### config.mk
export PLATFORM = sky130hd
export DESIGN_NAME = chunk_distributor_flat
export DESIGN_NICKNAME = d
export VERILOG_FILES = /design/src/rtl/acc_par_pkg.sv /design/src/rtl/chunk_distributor_if.sv /design/src/rtl/chunk_distributor.sv /design/src/flat_wrapper.sv
export SDC_FILE = /design/constraint.sdc
export NUM_CORES = 1
export LEC_CHECK = 0
export ABC_AREA = 1
export BUFFER_PORTS_ARGS = -buffer_cell sky130_fd_sc_hd__buf_2
export CORE_MARGIN = 3
export CORE_UTILIZATION = 41
export CTS_BUF_LIST = sky130_fd_sc_hd__clkbuf_8
export CTS_CLUSTER_DIAMETER = 30
export CTS_CLUSTER_SIZE = 20
export DETAILED_ROUTE_END_ITERATION = 7
export PLACE_DENSITY = 0.62
export REMOVE_ABC_BUFFERS = 1
export SLEW_MARGIN = 5
export SYNTH_ARGS = -nofsm -noshare
export SYNTH_HDL_FRONTEND = slang
export SYNTH_SLANG_ARGS = --single-unit
export TNS_END_PERCENT = 50
### constraint.sdc
create_clock -name clk_i -period 4.3 [get_ports clk_i]
set_input_delay 0.86 -clock clk_i [delete_from_list [all_inputs] [get_ports clk_i]]
set_output_delay 0.86 -clock clk_i [all_outputs]
set_load 0.05 [all_outputs]
### src/rtl/acc_par_pkg.sv
// Shared types for the accelerator-parallelism socket: chunk FSM states and
// the per-accelerator chunk descriptor.
package acc_par_pkg;

  localparam int unsigned NBITS    = 8;
  localparam int unsigned N_ACC    = 4;
  localparam int unsigned IDX_BITS = $clog2(N_ACC);

  typedef enum logic [0:0] {
    IDLE = 1'b0,
    EMIT = 1'b1
  } chunk_state_t;

  typedef struct packed {
    logic [IDX_BITS-1:0] index;
    logic [NBITS-1:0]    offset;
    logic [NBITS-1:0]    length;
    logic                last;
  } chunk_desc_t;

endpackage

### src/rtl/chunk_distributor_if.sv
// Job input and descriptor output handshakes of the chunk distributor.
// master = job producer / descriptor consumer, slave = the distributor.
interface chunk_distributor_if #(
  parameter int unsigned NBITS    = 8,
  parameter int unsigned N_ACC    = 4,
  parameter int unsigned IDX_BITS = $clog2(N_ACC)
);

  logic                in_valid_i;
  logic [NBITS-1:0]    in_quotient_i;
  logic [NBITS-1:0]    in_remainder_i;
  logic [NBITS-1:0]    in_base_i;
  logic                in_ready_o;
  logic                out_valid_o;
  logic [IDX_BITS-1:0] out_index_o;
  logic [NBITS-1:0]    out_offset_o;
  logic [NBITS-1:0]    out_length_o;
  logic                out_last_o;
  logic                out_ready_i;

  modport master (
    output in_valid_i, in_quotient_i, in_remainder_i, in_base_i, out_ready_i,
    input  in_ready_o, out_valid_o, out_index_o, out_offset_o, out_length_o, out_last_o
  );

  modport slave (
    input  in_valid_i, in_quotient_i, in_remainder_i, in_base_i, out_ready_i,
    output in_ready_o, out_valid_o, out_index_o, out_offset_o, out_length_o, out_last_o
  );

  modport mon (
    input in_valid_i, in_ready_o, in_remainder_i
  );

endinterface

### src/rtl/chunk_distributor.sv
// Splits one (quotient, remainder, base) job into N_ACC contiguous chunk
// descriptors, one per handshake; the first `remainder` chunks get one extra element.
module chunk_distributor
  import acc_par_pkg::*;
#(
  parameter int unsigned NBITS    = 8,
  parameter int unsigned N_ACC    = 4,
  parameter int unsigned IDX_BITS = $clog2(N_ACC)
) (
  input logic clk_i,
  input logic rst_i,
  chunk_distributor_if.slave bus
);

  localparam logic [IDX_BITS-1:0] LAST_IDX = IDX_BITS'(N_ACC - 1);

  function automatic logic [NBITS-1:0] chunk_len(input logic [NBITS-1:0]    q,
                                                 input logic [NBITS-1:0]    r,
                                                 input logic [IDX_BITS-1:0] idx);
    if (NBITS'(idx) < r) begin
      return q + NBITS'(1);
    end else begin
      return q;
    end
  endfunction

  chunk_state_t        state_q;
  logic [NBITS-1:0]    q_q;
  logic [NBITS-1:0]    r_q;
  logic                in_ready_q;
  logic                out_valid_q;
  logic [IDX_BITS-1:0] out_index_q;
  logic [NBITS-1:0]    out_offset_q;
  logic [NBITS-1:0]    out_length_q;
  logic                out_last_q;

  logic [IDX_BITS-1:0] idx_d;
  logic [NBITS-1:0]    offset_d;
  logic [NBITS-1:0]    length_d;

  // Next descriptor in the sequence; offset wraps modulo 2^NBITS.
  always_comb begin
    idx_d    = out_index_q + IDX_BITS'(1);
    offset_d = out_offset_q + out_length_q;
    length_d = chunk_len(q_q, r_q, idx_d);
  end

  // Job FSM; every output is a register so ready never follows out_ready_i.
  always_ff @(posedge clk_i) begin
    if (rst_i) begin
      state_q      <= IDLE;
      q_q          <= '0;
      r_q          <= '0;
      in_ready_q   <= 1'b1;
      out_valid_q  <= 1'b0;
      out_index_q  <= '0;
      out_offset_q <= '0;
      out_length_q <= '0;
      out_last_q   <= 1'b0;
    end else begin
      case (state_q)
        IDLE: begin
          if (bus.in_valid_i && in_ready_q) begin
            state_q      <= EMIT;
            q_q          <= bus.in_quotient_i;
            r_q          <= bus.in_remainder_i;
            in_ready_q   <= 1'b0;
            out_valid_q  <= 1'b1;
            out_index_q  <= '0;
            out_offset_q <= bus.in_base_i;
            out_length_q <= chunk_len(bus.in_quotient_i, bus.in_remainder_i, '0);
            out_last_q   <= 1'b0;
          end else begin
            in_ready_q <= 1'b1;
          end
        end
        EMIT: begin
          if (bus.out_ready_i) begin
            if (out_index_q == LAST_IDX) begin
              state_q     <= IDLE;
              in_ready_q  <= 1'b1;
              out_valid_q <= 1'b0;
              out_last_q  <= 1'b0;
            end else begin
              out_index_q  <= idx_d;
              out_offset_q <= offset_d;
              out_length_q <= length_d;
              out_last_q   <= (idx_d == LAST_IDX);
            end
          end else begin
            out_valid_q <= 1'b1;
          end
        end
        default: begin
          state_q     <= IDLE;
          in_ready_q  <= 1'b1;
          out_valid_q <= 1'b0;
          out_last_q  <= 1'b0;
        end
      endcase
    end
  end

  assign bus.in_ready_o   = in_ready_q;
  assign bus.out_valid_o  = out_valid_q;
  assign bus.out_index_o  = out_index_q;
  assign bus.out_offset_o = out_offset_q;
  assign bus.out_length_o = out_length_q;
  assign bus.out_last_o   = out_last_q;

endmodule

### src/flat_wrapper.sv
// flat-port wrapper written by rule: the top's interface ports become plain ports
module chunk_distributor_flat import acc_par_pkg::*;
#(
  parameter int unsigned NBITS    = 8,
  parameter int unsigned N_ACC    = 4,
  parameter int unsigned IDX_BITS = $clog2(N_ACC)
)
  (clk_i, rst_i, bus_in_valid_i, bus_in_quotient_i, bus_in_remainder_i, bus_in_base_i, bus_out_ready_i, bus_in_ready_o, bus_out_valid_o, bus_out_index_o, bus_out_offset_o, bus_out_length_o, bus_out_last_o);
  chunk_distributor_if #(.NBITS(NBITS), .N_ACC(N_ACC), .IDX_BITS(IDX_BITS)) bus_i ();
  input logic clk_i;
  input logic rst_i;
  input wire logic [$bits(bus_i.in_valid_i)-1:0] bus_in_valid_i;
  input wire logic [$bits(bus_i.in_quotient_i)-1:0] bus_in_quotient_i;
  input wire logic [$bits(bus_i.in_remainder_i)-1:0] bus_in_remainder_i;
  input wire logic [$bits(bus_i.in_base_i)-1:0] bus_in_base_i;
  input wire logic [$bits(bus_i.out_ready_i)-1:0] bus_out_ready_i;
  output wire logic [$bits(bus_i.in_ready_o)-1:0] bus_in_ready_o;
  output wire logic [$bits(bus_i.out_valid_o)-1:0] bus_out_valid_o;
  output wire logic [$bits(bus_i.out_index_o)-1:0] bus_out_index_o;
  output wire logic [$bits(bus_i.out_offset_o)-1:0] bus_out_offset_o;
  output wire logic [$bits(bus_i.out_length_o)-1:0] bus_out_length_o;
  output wire logic [$bits(bus_i.out_last_o)-1:0] bus_out_last_o;
  assign bus_i.in_valid_i = bus_in_valid_i;
  assign bus_i.in_quotient_i = bus_in_quotient_i;
  assign bus_i.in_remainder_i = bus_in_remainder_i;
  assign bus_i.in_base_i = bus_in_base_i;
  assign bus_i.out_ready_i = bus_out_ready_i;
  assign bus_in_ready_o = bus_i.in_ready_o;
  assign bus_out_valid_o = bus_i.out_valid_o;
  assign bus_out_index_o = bus_i.out_index_o;
  assign bus_out_offset_o = bus_i.out_offset_o;
  assign bus_out_length_o = bus_i.out_length_o;
  assign bus_out_last_o = bus_i.out_last_o;
  chunk_distributor #(.NBITS(NBITS), .N_ACC(N_ACC), .IDX_BITS(IDX_BITS)) u_core (.clk_i(clk_i), .rst_i(rst_i), .bus(bus_i));
endmodule
; Word-level counts from Yosys, hierarchy flattened
; Index checks and enable logic that the tools add are counted.
[totals]
reg_bits = 38
latch_bits = 0
ramBits = 0
romBits = 0
in_bits = 28
output_inout_bits = 21
memories = 0
[classes]
add_sub_neg = 4
multipliers = 0
div = 0
order_cmp = 2
eq_ne = 7
n_shift = 0
muxes = 30
n_bitwise = 1
n_reduce_logical = 6
[ops]
columns = op, n
row1 = 2-to-1 mux 8 bit, 8
row2 = one-hot mux 8 bit (2 select lines), 2
row3 = adder 8 x 1 -> 8 bit (second input constant), 2
row4 = 2-to-1 mux 1 bit, 12
row5 = adder 8 bit, 1
row6 = less-than comparator 1 x 8 -> 1 bit (first input constant), 1
row7 = less-than comparator 2 x 8 -> 1 bit, 1
row8 = one-hot mux 1 bit (2 select lines), 4
row9 = AND reduction 2 bit, 4
row10 = 2-to-1 mux 2 bit, 3
row11 = != test 2 bit (second input constant), 3
row12 = equality test 2 bit (second input constant), 2
row13 = one-hot mux 2 bit (2 select lines), 1
row14 = != test 3 bit (second input constant), 1
row15 = AND reduction 3 bit, 1
row16 = adder 2 x 1 -> 2 bit (second input constant), 1
row17 = != test 2 x 1 -> 1 bit (second input constant), 1
row18 = logical AND 1 bit, 1
row19 = inverter 1 bit, 1

; Longest topological paths before layout
; Gate-level depths: netlist of run 1.
[logic_depth]
depth_word = 6
ltp_mapped = 14

; Worst setup path after synthesis of run 1
; No wires, ideal clock.
[synth_timing]
path_kind = register -> register
from = reg u_core.out_index_q[0], in the netlist u_core.bus.out_index_o[0]
to = reg u_core.out_length_q[6], in the netlist u_core.bus.out_length_o[6]
setup_time_ns = 0.109
arrival_time_ns = 2.010
path_slack_ns = 2.181
path_stages_with_launch = 14
path_cell_list = dfxtp_1 inv_1 ha_1 inv_1 ha_1 nand2_1 nand2_1 nand2_2 buf_6 nand3_1 nand3_1 nand3_1 nand2_1 inv_1
[synth_between]
elab_chain_len = 6
elab_cells_between_ends = 9
classes_between = add/sub: 1 / order compare: 1 / eq/ne: 2 / mux: 4 / reduce/logical: 1
[synth_lines]
columns = item, line_no
row1 = start: declaration, chunk_distributor.sv:32  ; logic [IDX_BITS-1:0] out_index_q;
row2 = start signal: assignment, chunk_distributor.sv:85  ; out_index_q <= idx_d;
row3 = adder 2 x 1 -> 2 bit, chunk_distributor.sv:43  ; idx_d = out_index_q + IDX_BITS'(1);
row4 = less-than comparator 2 x 8 -> 1 bit, chunk_distributor.sv:20  ; if (NBITS'(idx) < r) begin
row5 = 2-to-1 mux 8 bit, chunk_distributor.sv:20
row6 = 2-to-1 mux 8 bit, chunk_distributor.sv:79  ; if (out_index_q == LAST_IDX) begin
row7 = 2-to-1 mux 8 bit, chunk_distributor.sv:78  ; if (bus.out_ready_i) begin
row8 = one-hot mux 8 bit (2 select lines), chunk_distributor.sv:61  ; case (state_q)
row9 = end signal: assignment, chunk_distributor.sv:71  ; out_length_q <= chunk_len(bus.in_quotient_i, bus.in_remainder_i, '0);
row10 = end signal: assignment, chunk_distributor.sv:87  ; out_length_q <= length_d;
row11 = end: declaration, chunk_distributor.sv:34  ; logic [NBITS-1:0] out_length_q;
; Several ways; a longest one is shown, not always the timed one. The select of a mux whose other input is x is not followed.
; A chain may end at the register's enable or synchronous reset.

; Final worst setup path of run 1
[layout_timing]
from = reg u_core.state_q
to = reg u_core.out_length_q[4], in the netlist u_core.bus.out_length_o[4]
[layout_between]
elab_chain_len = 3
elab_cells_between_ends = 6
classes_between = eq/ne: 3 / mux: 1 / bitwise: 1 / reduce/logical: 1
[layout_lines]
columns = item, line_no
row1 = start: declaration, chunk_distributor.sv:27  ; chunk_state_t state_q;
row2 = start signal: assignment, chunk_distributor.sv:51  ; state_q <= IDLE;
row3 = start signal: assignment, chunk_distributor.sv:64  ; state_q <= EMIT;
row4 = start signal: assignment, chunk_distributor.sv:80  ; state_q <= IDLE;
row5 = inverter 1 bit, chunk_distributor.sv:61
row6 = != test 2 x 1 -> 1 bit (no source line), n/a
row7 = AND reduction 3 bit (no source line), n/a
; Several ways; a longest one is shown, not always the timed one.

==> metrics, run 1 <==
status=complete, no violations; most common flop cell mapped by yosys=dfxtp_1; Die Wd=83.4 um; Pre-antenna DRT Iters=4; core area=roughly 5600 um^2; Clock Tree Root=clkbuf_8; synthesized flop and latch total=38; die height=around 83 um; post-route ant nets=0; FMAX=449 MHz; num rows=27; Clk pin slew, worst setup/hold paths=70 ps; Post-DP HPWL=4250 um; GRT Residual Overflow=0; relative slew slack=0.431; critical path required time=4480 ps; hold_buf cts=0; vias per inst=4.80; Hold Path Depth=2; Clock Latency Late Sink=290 ps; final net count=467; clk sinks=38; peak supply drop=0.195 mV; Worst setup SP type=register; placed cell count=491; # H-tree levels=2; Initial DRC Count=84; Yosys cell types=31; post-route cell area=2800 um^2; share of layout cells above drive strength 1=0.166; path depth of the worst reg2reg path=7; Mean Syn Cell Area=6.39 um^2; number of max-cap violations=0; Filler cells=596; setup repair bufs after CTS=0; cell with the most instances after synthesis=nand2_1; Residual DRC=0; CTS tree=done; PwrDens=381 nW/um^2; setup TNS=0 ps; Final Total Pwr=1.07 mW; Yosys top cell area share=0.310; CTS Buf Count=5; Post-synth EDFFs=0; Ys Warns=0; largest net degree at the start of global routing=31; starting density of the core=0.435; period utilization=0.517; WHS=459 ps; first-pass GRT wire length=between 9000 and 10000 um; area of the multi-input gates=1400 um^2; Pins Over Slew Limit=0; worst setup path class=reg -> reg; Crit Path Max Fanout=26; Area growth syn-to-layout=14.2%; Area contributors post-synth=dfxtp_1 31%, nand2_1 17%, nand3_1 7.3%; leakage=between 1 and 1.5 nW; CP endpoint kind=register; register area share after synthesis=0.310; fin util=0.497; initial antenna violation count=0; Finished Layout Cells=499; Clock Skews=7.15 ps; dpl ws=1940 ps; Resized Gates After CTS=0; synth cell count leaders=108 x nand2_1, 48 x inv_1, 38 x dfxtp_1; PortBufs=48; RSZ-0062 raised after global routing=no; Avg WL per Cell=11.5 um; Post-synth ARST share=0; vias in the first global route=2238; FF/Latch Area=761 um^2; Worst Max-Slew Pin Slew=852 ps; full die area=6950 um^2; HP Class=reg -> reg; Syn Std Cell Area=2450 um^2; Tot GR Track Use=0.168; CP Data Arrival Time=2410 ps; CTS Buffer Depth=2; Ports=between 40 and 50; final RePlAce weighted congestion=0.796; # diodes=0; min cycle time layout=2230 ps; via count=between 2000 and 2500; Final setup viols=0; placed cell areas=2700 um^2; setup ws final=between 2000 and 2500 ps; area leader, netlist=dfxtp_1; total routed wirelength=between 5000 and 6000 um; Hold Fails Final Rpt=0; cells after synthesis=384
==> critical path, cell delays in order, from the launching register on <==
cell     delay (ps)
dfxtp_1         880
nor2_4          270
nor2_4          350
inv_2           230
o21ai_0         270
inv_2            40
nand2_1          60
inv_1            30
==> power by group <==
part / total (mW) / leakage, nW / switching [mW] / internal, mW
clock network: 0.289 / 0.0607 / 0.120 / 0.169
logic: 0.349 / 1.10 / 0.244 / 0.104
registers: 0.431 / 0.314 / 0.0380 / 0.393
==> area by class of cell <==
cell class / instances / area share
clock inverters: 3 / 0.0134
flip-flops and latches: 38 / 0.271
clock buffers: 5 / 0.0246
repair buffers: 48 / 0.0857
well taps: 72 / 0.0321
inverters: 56 / 0.0750
multi-input cells: 277 / 0.498
==> metal layers <==
layer | routed length (um) | GRT usage | up-vias | part of all wire
li1 | - | - | 1305 | -
met1 | 2780 | 0.215 | 1030 | 0.49
met2 | 2540 | 0.283 | 50 | 0.44
met3 | 291 | 0.0377 | 10 | 0.051
met4 | 100 | 0.0490 | 0 | 0.018
met5 | 0 | 0 | - | 0
==> logic make-up (layout without fill, tap and decap cells) <==
group,count (synthesis),count (layout),share of synthesized area
XOR/XNOR,4,4,0.0143
flip-flops,38,38,0.310
adder cells (fa/ha/maj),13,13,0.0694
AND/OR/NAND/NOR,194,194,0.339
AO/OA/AOI/OAI,66,66,0.146
buffers and inverters,69,112,0.121
==> path summary, 6_finish.rpt <==
check,start,to,slack [ps]
max,u_core.state_q,u_core.bus.out_length_o[4],2070
min,u_core.bus.out_valid_o,u_core.bus.out_valid_o,460
max reg2reg,u_core.state_q,u_core.bus.out_length_o[4],2070
min reg2reg,u_core.bus.out_valid_o,u_core.bus.out_valid_o,460
==> layout by cell type, fill, tap and decap left out, types with 4 or more instances in the layout <==
cell type	n
o21ai_0	21
buf_2	48
nor2_4	4
inv_2	6
a21oi_2	4
nand2_1	108
clkbuf_8	5
nand3_1	36
ha_1	12
a21oi_1	23
nor2_1	36
dfxtp_1	38
o21ai_1	12
inv_1	50
==> registers in the layout, summed over array words and instances (netlist names) <==
| signal | count |
|---|---|
| u_core.bus.out_length_o | 8 |
| u_core.bus.out_offset_o | 8 |
| u_core.q_q | 8 |
| u_core.r_q | 8 |
| u_core.bus.out_index_o | 2 |
| u_core.bus.in_ready_o | 1 |
| u_core.bus.out_last_o | 1 |
| u_core.bus.out_valid_o | 1 |
| u_core.state_q | 1 |
Note: power is estimated with default switching activity, not from simulation.
==> run 2: changes to the inputs <==
--- a/config.mk
+++ b/config.mk
@@ -13,7 +13,7 @@
 export CTS_CLUSTER_DIAMETER = 30
 export CTS_CLUSTER_SIZE = 20
 export DETAILED_ROUTE_END_ITERATION = 7
-export PLACE_DENSITY = 0.62
+export PLACE_DENSITY = 0.65
 export REMOVE_ABC_BUFFERS = 1
 export SLEW_MARGIN = 5
 export SYNTH_ARGS = -nofsm -noshare
==> constraint.sdc (replaced) <==
create_clock -name clk_i -period 1.91 [get_ports clk_i]
set_input_delay 0.382 -clock clk_i [delete_from_list [all_inputs] [get_ports clk_i]]
set_output_delay 0.382 -clock clk_i [all_outputs]
set_load 0.05 [all_outputs]
==> run 2 against run 1 <==
  * Global-route usage rose by 0.51 points
  * Non-clock buffer count rose by 6
  * Combinational power grew 140%
  * Setup slack worse by 1900 ps
  * Register-to-register slack got worse by 1900 ps
  * Worst hold slack got worse by 130 ps
  * Clock power up 80%
  * First-iteration DRC count decreased by 4.8%
  * Critical path depth up 5
  * Utilization rose by 0.42 points
  * Count of clock-buffer cells in the layout did not move
  * Final cell count up 1.0%
  * Critical path type unchanged
  * Largest cell class unchanged
==> metrics, run 2 (synthesis gave the netlist of run 1 again) <==
critical path required time=2100 ps (-2380 ps); vias in the first global route=2326 (+3.9%); GRT Residual Overflow=0 (unchanged); CTS tree=done; initial antenna violation count=0 (unchanged); Initial DRC Count=80 (-4.8%); PwrDens=814 nW/um^2 (+110%); # diodes=0 (unchanged); CTS Buffer Depth=2 (unchanged); Pre-antenna DRT Iters=5 (+1); CP dominant cell by count=nor2_1; RSZ-0062 raised after global routing=no; worst setup path class=reg -> reg; Ports=49 (unchanged); leakage=1.50 nW (+1.4%); Pins Over Slew Limit=0 (unchanged); relative slew slack=0.760 (+0.329); Worst Max-Slew Pin Slew=359 ps (-493 ps); grt peak-use layer=met2; dpl ws=85.9 ps (-1850 ps); total routed wirelength=5740 um (+0.51%); Final setup viols=0 (unchanged); Crit Path Max Fanout=14 (-46%); WHS=334 ps (-126 ps); number of max-cap violations=0 (unchanged); Clock Skews=7.25 ps (+0.0952 ps); Tot GR Track Use=0.173 (+0.00513); most frequent cells in the layout=108 x nand2_1, 50 x inv_1, 48 x buf_2, 37 x dfxtp_1; via count=2468 (+3.0%); min cycle time layout=1770 ps (-460 ps); post-route ant nets=0 (unchanged); Filler cells=566 (-5.0%); Clock Tree Root=clkbuf_8; CP endpoint kind=register; placed cell areas=2740 um^2 (+1.7%); share of layout cells above drive strength 1=0.178 (+0.0120); Clock Latency Late Sink=290 ps (about the same); M2 GR Usage=0.309 (+0.0262); Post-DP HPWL=4390 um (+3.5%); post-route cell area=2830 um^2 (+0.85%); CP Data Arrival Time=1950 ps (-460 ps); clk sinks=38 (unchanged); status=complete, no violations; full die area=6950 um^2 (unchanged); Critical Path, Cell by Cell=inv_1 > ha_1 > inv_1 > ha_1 > nand2_1 > nand2_1 > nand2_4 > nand2_1 > nor2_1 > nor2_1 > nor2_1 > nor2_1; setup ws final=145 ps (-1930 ps); PortBufs=48 (unchanged); FMAX=566 MHz (+26%); HP Class=in -> reg; final RePlAce weighted congestion=0.806 (+1.2%); Hold Fails Final Rpt=0 (unchanged); Clk pin slew, worst setup/hold paths=80 ps (about the same); Area growth syn-to-layout=15.2%; final net count=473 (+1.3%); core area=5640 um^2 (unchanged); first-pass GRT wire length=10100 um (+1.9%); vias per inst=4.90 (+2.0%); CTS Buf Count=5 (unchanged); die height=83.4 um (unchanged); period utilization=0.924 (+0.407); Residual DRC=0 (unchanged); Worst setup SP type=register; leading cell type in the layout, fill and taps excluded=nand2_1; num rows=27 (unchanged); Max stage delay on crit path=330 ps (-550 ps); largest net degree at the start of global routing=26 (-16%); Die Wd=83.4 um (unchanged); starting density of the core=0.435 (unchanged); Avg WL per Cell=11.4 um (-0.49%); grt met3 use=0.0367 (-0.000992); # H-tree levels=2 (unchanged); Critical Path Slowest Stage Cell=dfxtp_1; routing usage on met1=0.212 (-0.00238); peak supply drop=0.388 mV (+100%)
==> run 2: cell types whose count changed in the layout (fill, tap and decap cells not counted) <==
cell | before | now
dfxtp_2 | 0 | 1
bufinv_16 | 1 | 0
inv_4 | 0 | 1
nand2_4 | 1 | 2
inv_2 | 6 | 5
dfxtp_1 | 38 | 37
nand2_2 | 1 | 0
buf_4 | 0 | 6
==> run 2: layer usage <==
| metal | vias to the layer above | wire, um |
|---|---|---|
| met2 | 48 | 2790 |
| met4 | 0 | 51 |
| li1 | 1318 | - |
| met3 | 6 | 264 |
| met5 | - | 0 |
| met1 | 1096 | 2640 |
==> run 2: path summary, 6_finish.rpt <==
path         depth (start not counted)  slack [ps]                       from                          to
max reg2reg                         12         140  u_core.bus.out_index_o[0]  u_core.bus.out_length_o[3]
max                                 12         140  u_core.bus.out_index_o[0]  u_core.bus.out_length_o[3]
min                                  3         330      bus_in_remainder_i[0]               u_core.r_q[0]
min reg2reg                          2         460     u_core.bus.out_valid_o      u_core.bus.out_valid_o
==> run 2: final cells by class <==
type | instances | area (um^2) | share of cell area
multi-input combinational | 277 | 1400 | 0.495
inverter | 56 | 213 | 0.0753
clock buffer | 5 | 68.8 | 0.0243
sequential | 38 | 762 | 0.270
timing repair buffer | 54 | 285 | 0.101
clock inverter | 2 | 7.51 | 0.00266
tap | 72 | 90.1 | 0.0319
==> run 2: what timing repair did <==
| action | 4_1_cts | 5_1_grt |
|---|---|---|
| setup buffers | 0 | 0 |
| setup endpoints to repair | 0 | 7 |
| resized for setup | 0 | 4 |
| hold buffers | 0 | 0 |
==> run 2: power by group <==
part           switching [mW]  internal [mW]
Clock                   0.280          0.241
Combinational           0.569          0.251
Sequential             0.0745          0.884
Total                   0.924           1.38
==> run 2: per-stage QoR <==
step | TNS (ps) | cells | total power [mW] | util
global route | 0 | 504 | 2.47 | 0.501
global placement | 0 | 497 | 1.78 | 0.486
finish | 0 | 504 | 2.30 | 0.501
CTS | 0 | 504 | 2.32 | 0.499
detailed placement | 0 | 497 | 1.79 | 0.486
floorplan | -1440 | 371 | 1.57 | -
==> run 2: critical path, delay by kind of cell (launching register included) <==
family	cells	cell delay, ps
and+or+nand+nor	8	680
adders and majority gates	2	550
DFF	1	330
buffers and inverters	2	100
==> run 3: changes to the inputs <==
--- a/config.mk
+++ b/config.mk
@@ -7,13 +7,15 @@
 export LEC_CHECK = 0
 export ABC_AREA = 1
 export BUFFER_PORTS_ARGS = -buffer_cell sky130_fd_sc_hd__buf_2
+export CELL_PAD_IN_SITES_DETAIL_PLACEMENT = 2
+export CELL_PAD_IN_SITES_GLOBAL_PLACEMENT = 2
 export CORE_MARGIN = 3
-export CORE_UTILIZATION = 41
+export CORE_UTILIZATION = 27
 export CTS_BUF_LIST = sky130_fd_sc_hd__clkbuf_8
 export CTS_CLUSTER_DIAMETER = 30
 export CTS_CLUSTER_SIZE = 20
 export DETAILED_ROUTE_END_ITERATION = 7
-export PLACE_DENSITY = 0.65
+export PLACE_DENSITY = 0.78
 export REMOVE_ABC_BUFFERS = 1
 export SLEW_MARGIN = 5
 export SYNTH_ARGS = -nofsm -noshare
==> run 3 against run 2 <==
  * Sequential share of layout area decreased by 0.97 points
  * Non-clock buffer count is 2 lower
  * Highest routed layer unchanged
  * Largest power group unchanged
  * Sequential power grew 0.8%
  * Via count up 7.0%
  * Clock skew increased by 6.9 ps
  * Clock power up 15%
  * Critical path type unchanged
  * Maximum frequency decreased by 1.6%
  * Flip-flop and latch count unchanged
  * Routed wire length rose by 46%
==> metrics, run 3 (synthesis gave the netlist of run 1 again) <==
Hold Path Depth=3 (unchanged); vias per inst=4.89 (-0.12%); GRT Residual Overflow=0 (unchanged); worst r2r src=u_core.bus.out_index_o[0]; largest net degree at the start of global routing=26 (unchanged); die height=101 um (+22%); via count=2641 (+7.0%); PortBufs=48 (unchanged); min cycle time layout=1790 ps (+28.2 ps); critical path required time=2100 ps (about the same); Pins Over Slew Limit=0 (unchanged); Area growth syn-to-layout=19.9%; RSZ-0062 raised after global routing=yes; final net count=472 (-0.21%); Ports=49 (unchanged); Tot GR Track Use=0.172 (-0.00151); HP Class=in -> reg; final RePlAce weighted congestion=0.757 (-6.0%); CTS tree=done; WHS=323 ps (-10.9 ps); critical path capture point=u_core.bus.out_length_o[3]; Critical Path Slowest Stage Cell=dfxtp_2; leakage=1.51 nW (+0.62%); Hold Fails Final Rpt=0 (unchanged); vias in the first global route=2887 (+24%); CTS Buf Count=5 (unchanged); total routed wirelength=8400 um (+46%); clk sinks=38 (unchanged); Clock Tree Root=clkbuf_8; full die area=10300 um^2 (+48%); first-pass GRT wire length=14100 um (+39%); num rows=34 (+26%); Critical Path, Cell by Cell=inv_1 > ha_1 > inv_2 > ha_4 > nand2_2 > nand2_4 > nand2_8 > nand2_1 > nand2_1 > nand2_1 > nor2_1 > nor2_1 > nor2_1; CTS Buffer Depth=2 (unchanged); Clock Skews=14.2 ps (+6.94 ps); # H-tree levels=2 (unchanged); Worst setup SP type=register; worst setup path class=reg -> reg; most frequent cells in the layout=106 x nand2_1, 48 x inv_1, 48 x buf_2, 36 x nor2_1, 35 x dfxtp_1; CP endpoint kind=register; r2r setup slk=120 ps (-30 ps); FMAX=558 MHz (-1.6%); Post-DP HPWL=6470 um (+47%); core area=8760 um^2 (+55%); period utilization=0.939 (+0.0148); post-route ant nets=0 (unchanged); Max stage delay on crit path=340 ps (about the same); CP Data Arrival Time=1990 ps (+40 ps); leading cell type in the layout, fill and taps excluded=nand2_1; # diodes=0 (unchanged); peak supply drop=0.278 mV (-28%); Avg WL per Cell=15.6 um (+36%); setup TNS=0 ps (unchanged); status=complete, no violations; fin util=0.336 (-0.165); Initial DRC Count=90 (+13%); Die Wd=101 um (+22%); worst setup path start=u_core.bus.out_index_o[0]; initial antenna violation count=0 (unchanged); Pre-antenna DRT Iters=4 (-1); Residual DRC=0 (unchanged); PwrDens=842 nW/um^2 (+3.4%); Critical R2R Capture=u_core.bus.out_length_o[3]; Clk pin slew, worst setup/hold paths=80 ps (about the same); Final setup viols=0 (unchanged); Worst Max-Slew Pin Slew=404 ps (+44.3 ps); hold_buf cts=0 (unchanged); setup repair bufs after CTS=0 (unchanged); number of max-cap violations=0 (unchanged); relative slew slack=0.731 (-0.0295); path depth of the worst reg2reg path=13 (+1); starting density of the core=0.280 (-0.155); share of layout cells above drive strength 1=0.201 (+0.0231); Crit Path Max Fanout=7 (-7); Clock Latency Late Sink=300 ps (about the same)
==> run 3: cell count changes in the layout (fill, tap and decap cells not counted), sizes merged <==
cell    previous run  this run
clkinv             2         3
inv               56        55
clkbuf             5         6
nand2            110       111
buf               54        52
==> run 3: worst max-delay path: cells and delay by family, from the launching register on <==
kind | cells | cell delay (ps)
buf+inv | 2 | 90
fa+ha+maj | 2 | 530
flops | 1 | 340
simple gates | 9 | 720
==> run 3: cell type report <==
cell class	count	area, um^2
timing repair buffer	52	283
tap	108	135
multi-input combinational	278	1460
clock buffer	6	82.6
sequential	38	764
inverter	56	213
clock inverter	2	8.76
fill	1093	5820
==> run 3: timing repair <==
item	in CTS	in global routing
gates resized for setup	2	14
cloned	1	0
endpoints found under the setup margin	6	9
pin swaps	1	1
==> run 3: how the worst min path moves through the flow <==
stage	startpoint	to	slack (ps)
floorplan	u_core.r_q[1]	u_core.r_q[1]	440
global route	bus_in_remainder_i[6]	u_core.r_q[6]	340
global placement	u_core.bus.out_valid_o	u_core.bus.out_valid_o	450
detailed placement	u_core.bus.out_valid_o	u_core.bus.out_valid_o	450
finish	bus_in_remainder_i[5]	u_core.r_q[5]	320
CTS	bus_in_remainder_i[5]	u_core.r_q[5]	320
==> run 3: through the flow <==
stage	std cells	area (um^2)	power, mW	worst slack (ps)
4_1_cts	540	2890	2.48	17.2
5_1_grt	540	2940	2.65	-33.1
2_1_floorplan	371	2370	1.57	-223
3_5_place_dp	531	2780	1.85	-70.5
3_3_place_gp	531	2780	1.80	130
6_report	540	2940	2.48	116
==> run 3: routing by layer <==
metal  wire, um  global-route usage
met5          0                   0
met4        154              0.0532
met3        303              0.0337
met2       4290               0.314
met1       3650               0.201
==> run 3: report_power, final <==
part	leakage, nW	switching, mW	internal [mW]	total, mW
combinational	1.14	0.641	0.267	0.909
clock	0.0524	0.313	0.287	0.600
sequential	0.315	0.0821	0.885	0.967
